**src/rtl/periodo_clk2_monitor.sv**
```systemverilog
// Measures period and high time of the divided clock clk2_in in clk cycles, with range/loss flags.
// Optional build macro PERIODO_PROMEDIO_EN adds a running average of the last four periods.
module periodo_clk2_monitor #(
  parameter int unsigned W       = 26,
  parameter int unsigned P_MIN   = 18,
  parameter int unsigned P_MAX   = 22,
  parameter int unsigned TIMEOUT = 1000
) (
  input  logic         clk,
  input  logic         rst,
  input  logic         clk2_in,
  input  logic         enable,
  output logic [W-1:0] periodo,
  output logic [W-1:0] alto,
  output logic         valido,
  output logic         fuera_rango,
  output logic         sin_senal
`ifdef PERIODO_PROMEDIO_EN
  ,
  output logic [W-1:0] promedio
`endif
);

  typedef enum logic [1:0] {StIdle, StEspera, StMide} state_e;

  localparam logic [W-1:0] CntMax = '1;
  localparam logic [W-1:0] One    = W'(1);
  localparam logic [W-1:0] PMin   = W'(P_MIN);
  localparam logic [W-1:0] PMax   = W'(P_MAX);
  localparam logic [W-1:0] Tmo    = W'(TIMEOUT);

  state_e         state_q;
  logic           s1_q, s2_q, s3_q;
  logic [W-1:0]   cnt_q, cnt_alto_q;
  logic [W-1:0]   periodo_q, alto_q;
  logic           valido_q, fuera_rango_q, sin_senal_q;
  logic           rise;

  function automatic logic [W-1:0] sat_inc(input logic [W-1:0] v);
    return (v == CntMax) ? v : v + One;
  endfunction

  assign rise = s2_q & ~s3_q;

`ifdef PERIODO_PROMEDIO_EN
  // The period being committed is the fourth entry; the history keeps the three before it.
  logic [2:0][W-1:0] hist_q;
  logic [2:0]        n_q;
  logic [W-1:0]      promedio_q;
  logic [W+1:0]      suma;

  always_comb begin
    suma = (W+2)'(cnt_q) + (W+2)'(hist_q[0]) + (W+2)'(hist_q[1]) + (W+2)'(hist_q[2]);
  end

  assign promedio = promedio_q;
`endif

  always_ff @(posedge clk or posedge rst) begin
    if (rst) begin
      state_q       <= StIdle;
      s1_q          <= 1'b0;
      s2_q          <= 1'b0;
      s3_q          <= 1'b0;
      cnt_q         <= '0;
      cnt_alto_q    <= '0;
      periodo_q     <= '0;
      alto_q        <= '0;
      valido_q      <= 1'b0;
      fuera_rango_q <= 1'b0;
      sin_senal_q   <= 1'b0;
`ifdef PERIODO_PROMEDIO_EN
      hist_q        <= '0;
      n_q           <= '0;
      promedio_q    <= '0;
`endif
    end else begin
      s1_q     <= clk2_in;
      s2_q     <= s1_q;
      s3_q     <= s2_q;
      valido_q <= 1'b0;
      if (!enable) begin
        // Disabling discards any measurement in progress, even on an edge cycle.
        state_q    <= StIdle;
        cnt_q      <= '0;
        cnt_alto_q <= '0;
`ifdef PERIODO_PROMEDIO_EN
        hist_q     <= '0;
        n_q        <= '0;
        promedio_q <= '0;
`endif
      end else begin
        unique case (state_q)
          StIdle: begin
            state_q <= StEspera;
          end
          StEspera: begin
            if (rise) begin
              cnt_q      <= One;
              cnt_alto_q <= One;
              state_q    <= StMide;
            end else if (cnt_q >= Tmo) begin
              sin_senal_q <= 1'b1;
              cnt_q       <= '0;
            end else begin
              cnt_q <= sat_inc(cnt_q);
            end
          end
          StMide: begin
            if (rise) begin
              periodo_q     <= cnt_q;
              alto_q        <= cnt_alto_q;
              fuera_rango_q <= (cnt_q < PMin) || (cnt_q > PMax);
              valido_q      <= 1'b1;
              sin_senal_q   <= 1'b0;
              cnt_q         <= One;
              cnt_alto_q    <= One;
`ifdef PERIODO_PROMEDIO_EN
              hist_q <= {hist_q[1:0], cnt_q};
              if (n_q >= 3'd3) begin
                promedio_q <= suma[W+1:2];
              end
              if (n_q < 3'd4) begin
                n_q <= n_q + 3'd1;
              end
`endif
            end else if (cnt_q >= Tmo) begin
              sin_senal_q <= 1'b1;
              cnt_q       <= '0;
              cnt_alto_q  <= '0;
              state_q     <= StEspera;
`ifdef PERIODO_PROMEDIO_EN
              hist_q      <= '0;
              n_q         <= '0;
              promedio_q  <= '0;
`endif
            end else begin
              cnt_q <= sat_inc(cnt_q);
              if (s2_q) begin
                cnt_alto_q <= sat_inc(cnt_alto_q);
              end
            end
          end
          default: begin
            state_q <= StIdle;
          end
        endcase
      end
    end
  end

  assign periodo     = periodo_q;
  assign alto        = alto_q;
  assign valido      = valido_q;
  assign fuera_rango = fuera_rango_q;
  assign sin_senal   = sin_senal_q;

endmodule
```
**config.mk**
```make
export PLATFORM = sky130hd
export DESIGN_NAME = periodo_clk2_monitor
export DESIGN_NICKNAME = d
export VERILOG_FILES = /design/src/rtl/periodo_clk2_monitor.sv
export SDC_FILE = /design/constraint.sdc
export NUM_CORES = 1
export LEC_CHECK = 0
export CELL_PAD_IN_SITES_DETAIL_PLACEMENT = 0
export CELL_PAD_IN_SITES_GLOBAL_PLACEMENT = 1
export CORE_ASPECT_RATIO = 0.9
export CORE_UTILIZATION = 48
export CTS_CLUSTER_DIAMETER = 200
export CTS_CLUSTER_SIZE = 40
export DETAILED_ROUTE_END_ITERATION = 10
export GPL_ROUTABILITY_DRIVEN = 1
export GPL_TIMING_DRIVEN = 0
export PLACE_DENSITY = 0.9
export SLEW_MARGIN = 5
export SYNTH_ARGS = -nofsm -noshare
export SYNTH_HDL_FRONTEND = slang
export SYNTH_SLANG_ARGS = --single-unit
```
**constraint.sdc**
```tcl
create_clock -name clk -period 5.9 [get_ports clk]
set_clock_uncertainty 0.05 [all_clocks]
set_input_delay 1.18 -clock clk [delete_from_list [all_inputs] [get_ports clk]]
set_output_delay 1.18 -clock clk [all_outputs]
set_load 0.02 [all_outputs]
```
==> results.json <==
{
  "post_dp_cell_area_um2": 5840,
  "clock_root_buffer": "clkbuf_16",
  "route.detailed.drc": 0,
  "max_cap_viol_count": 0,
  "cts.sink_count": 112,
  "ffs_w_async_s_r_synth": 1.00,
  "port-buffer-count": 58,
  "final_design_area_no_fill_um2": 6170,
  "fin_nets": 543,
  "synth.yosys.warnings": 0,
  "cell_with_the_largest_stage_delay_on_the_worst_path": "clkbuf_1",
  "grt_pass1_wl_mm": 17.6,
  "synth.largest_area_cell": "dfrtp_1",
  "peakVddDrop_v": 0.000167,
  "multi_input_area_um2": 2140,
  "dr.pass1.iters": 5,
  "clock_insertion_delay_worst_skew_ps": 350,
  "post_synth_most_frequent_cells": "dfrtp_1, nor2_1, mux2_2",
  "antennaDiodeCount": 0,
  "cts_tree": "yes",
  "cts_buffers": 9,
  "cts_hold_buf": 0,
  "totalNegativeSetupSlack_ps": 0,
  "dieHeight_um": 99.4,
  "end_kind": "flip-flop",
  "criticalPathCategory": "in -> reg",
  "placed_cells": 651,
  "worst-slew-pin-transition_ps": 707,
  "yosys-top-cells-area": "dfrtp_1, mux2_2, nor2_1",
  "postSynthAreaPerCell_um2": 10.9,
  "synthDominantCellAreaShare": 0.553,
  "synth_edf_count": 0,
  "crit_fanout": 10,
  "synth_nets": 473,
  "fin_cells": 667,
  "finalHoldViolCount": 0,
  "ys_types": 45,
  "max_clock_freq_ghz": 0.306,
  "seq_area_frac_synth": 0.553,
  "worst_ep_arrival_time_ps": 3440,
  "layout_worst_path_cycle_share": 0.553,
  "min-delay-path-class": "reg -> reg",
  "die_area_um2": 11000,
  "drt.antenna.violating_nets": 0,
  "rsz0062_at_grt": "no",
  "cts_repair_resize_count": 0,
  "wirelength_mm": 10.5,
  "period_minus_slack_ps": 3260,
  "pin_count": 59,
  "routedWlPerCell_um": 15.8,
  "viasPerCell": 5.64,
  "synth-seq-cells": 112,
  "post-synth-top-count-cell": "dfrtp_1",
  "largest_net_degree_at_the_start_of_global_routing": 64,
  "initial_utilization": 0.494,
  "place_hpwl_mm": 7.40,
  "cp_common_cell": "nand2_1",
  "die_width_um": 110,
  "first_global_vias": 3650,
  "number_of_rows_in_the_core_area": 35,
  "cts.path.max_buffers": 2,
  "cell_by_cell_listing_of_the_critical_path": "clkdlybuf4s50_1, nand2_1, inv_1, nand2_1, clkinv_1, clkbuf_1, mux2_2",
  "synthToLayoutAreaGrowth_pct": 21.9,
  "crit_path_max_incr_delay_ps": 580,
  "count_of_filler_cells_inserted_in_the_layout": 847,
  "cp_num_buf_inv": 4,
  "setup_viol_count_final": 0,
  "outcome": "finished clean",
  "finalMaxSlewViolations": 0,
  "summed_instance_area_of_the_synthesized_netlist_um2": 5060,
  "cts_setup_buffers": 0,
  "layout-drive-gt1-share": 0.164,
  "grt_overflow_total": 0,
  "leakagePower_nw": 2.71,
  "critical_path.top_delay_family": "buffers and inverters",
  "h-tree-depth": 3,
  "seqCellArea_um2": 2800,
  "initialDrtViolationCount": 201,
  "dominantRegCellSynth": "dfrtp_1",
  "worst_setup_hold_path_clk_slew_ps": 70,
  "globalRouteTotalUtil": 0.209,
  "power_density_nw_per_um2": 275,
  "core_area_um2": 10200,
  "required_ps": 6080,
  "grt_antenna_before_repair": 0,
  "worst_setup_path_start_kind": "input port",
  "via_count": 3764,
  "maxSlewHeadroom": 0.529,
  "place.gp.congestion": 0.796,
  "synth_cells": 463
}
==> layout make-up <==
cell class                      instances  area share
Timing Repair Buffer                   59      0.0985
Inverter                                9     0.00629
Clock inverter                          4      0.0124
Clock buffer                           12      0.0416
Buffer                                 18      0.0144
Multi-Input combinational cell        324       0.347
Tap cell                              129      0.0262
Sequential cell                       112       0.454
==> worst paths after layout <==
| kind | startpoint | to | slack (ps) | cells after the start |
|---|---|---|---|---|
| setup / recovery | enable | alto[19]$_DFFE_PP0P_ | 2640 | 7 |
| hold / removal | s1_q$_DFF_PP0_ | s2_q$_DFF_PP0_ | 300 | 0 |
| setup reg to reg | state_q[0]$_DFFE_PP0P_ | alto[19]$_DFFE_PP0P_ | 3180 | 8 |
| hold reg to reg | s1_q$_DFF_PP0_ | s2_q$_DFF_PP0_ | 300 | 0 |
| max in group asynchronous | rst | periodo[12]$_DFFE_PP0P_ | 3970 | 3 |
| min in group asynchronous | rst | alto[19]$_DFFE_PP0P_ | 1190 | 2 |
==> power by group <==
group          internal, mW  switching (mW)  leakage [nW]  total [mW]
clock network         0.396           0.266         0.159       0.663
logic                0.0835           0.135          1.00       0.219
registers             0.792          0.0239          1.55       0.816
total                  1.27           0.426          2.71        1.70
==> cell families after synthesis <==
kind of cell	Yosys count	synth area share
simple gates	175	0.182
xor+xnor	7	0.0121
flops	112	0.553
mux	52	0.115
compound gates	84	0.0986
fa+ha+maj	6	0.0148
buf+inv	27	0.0242
==> registers in the layout, summed over array words and instances (netlist names) <==
register     count
alto            26
cnt_alto_q      26
cnt_q           26
fuera_rango      1
periodo         26
s1_q             1
s2_q             1
s3_q             1
sin_senal        1
state_q          2
valido           1
==> cell usage in the layout (no fill, tap or decap), types with 7 or more instances in the layout <==
cell             Yosys  final
clkbuf_16            0      9
o21ai_0             34     34
nand4_1             14     14
nand2b_1             7      7
nor2_1              59     59
nor3_1              10     10
inv_1                8      7
nand2_1             27     27
xnor2_1              7      7
nor2b_1              8      8
clkbuf_1             7      8
clkdlybuf4s50_1      0     58
nor4_1               7      7
dfrtp_1            112    112
nand3_1             18     18
mux2_2              50     50
o31ai_1             13     13
a21oi_1             20     20
==> stage by stage <==
| stage | hold WS, ps | power [mW] | util | worst slack (ps) |
|---|---|---|---|---|
| 2_1_floorplan | 281 | 0.976 | - | 1710 |
| 3_3_place_gp | 290 | 1.04 | 0.567 | 153 |
| 3_5_place_dp | 295 | 1.05 | 0.570 | 2330 |
| 4_1_cts | 311 | 1.71 | 0.602 | 2670 |
| 5_1_grt | 313 | 1.77 | 0.602 | 2520 |
| 6_report | 303 | 1.70 | 0.602 | 2640 |
==> per-layer routing <==
metal,wire length [um],vias to the layer above,track usage
li1,-,1812,-
met1,4790,1851,0.275
met2,5140,89,0.343
met3,452,12,0.0472
met4,142,0,0.0668
met5,0,-,0
Note: power is estimated with default switching activity, not from simulation.
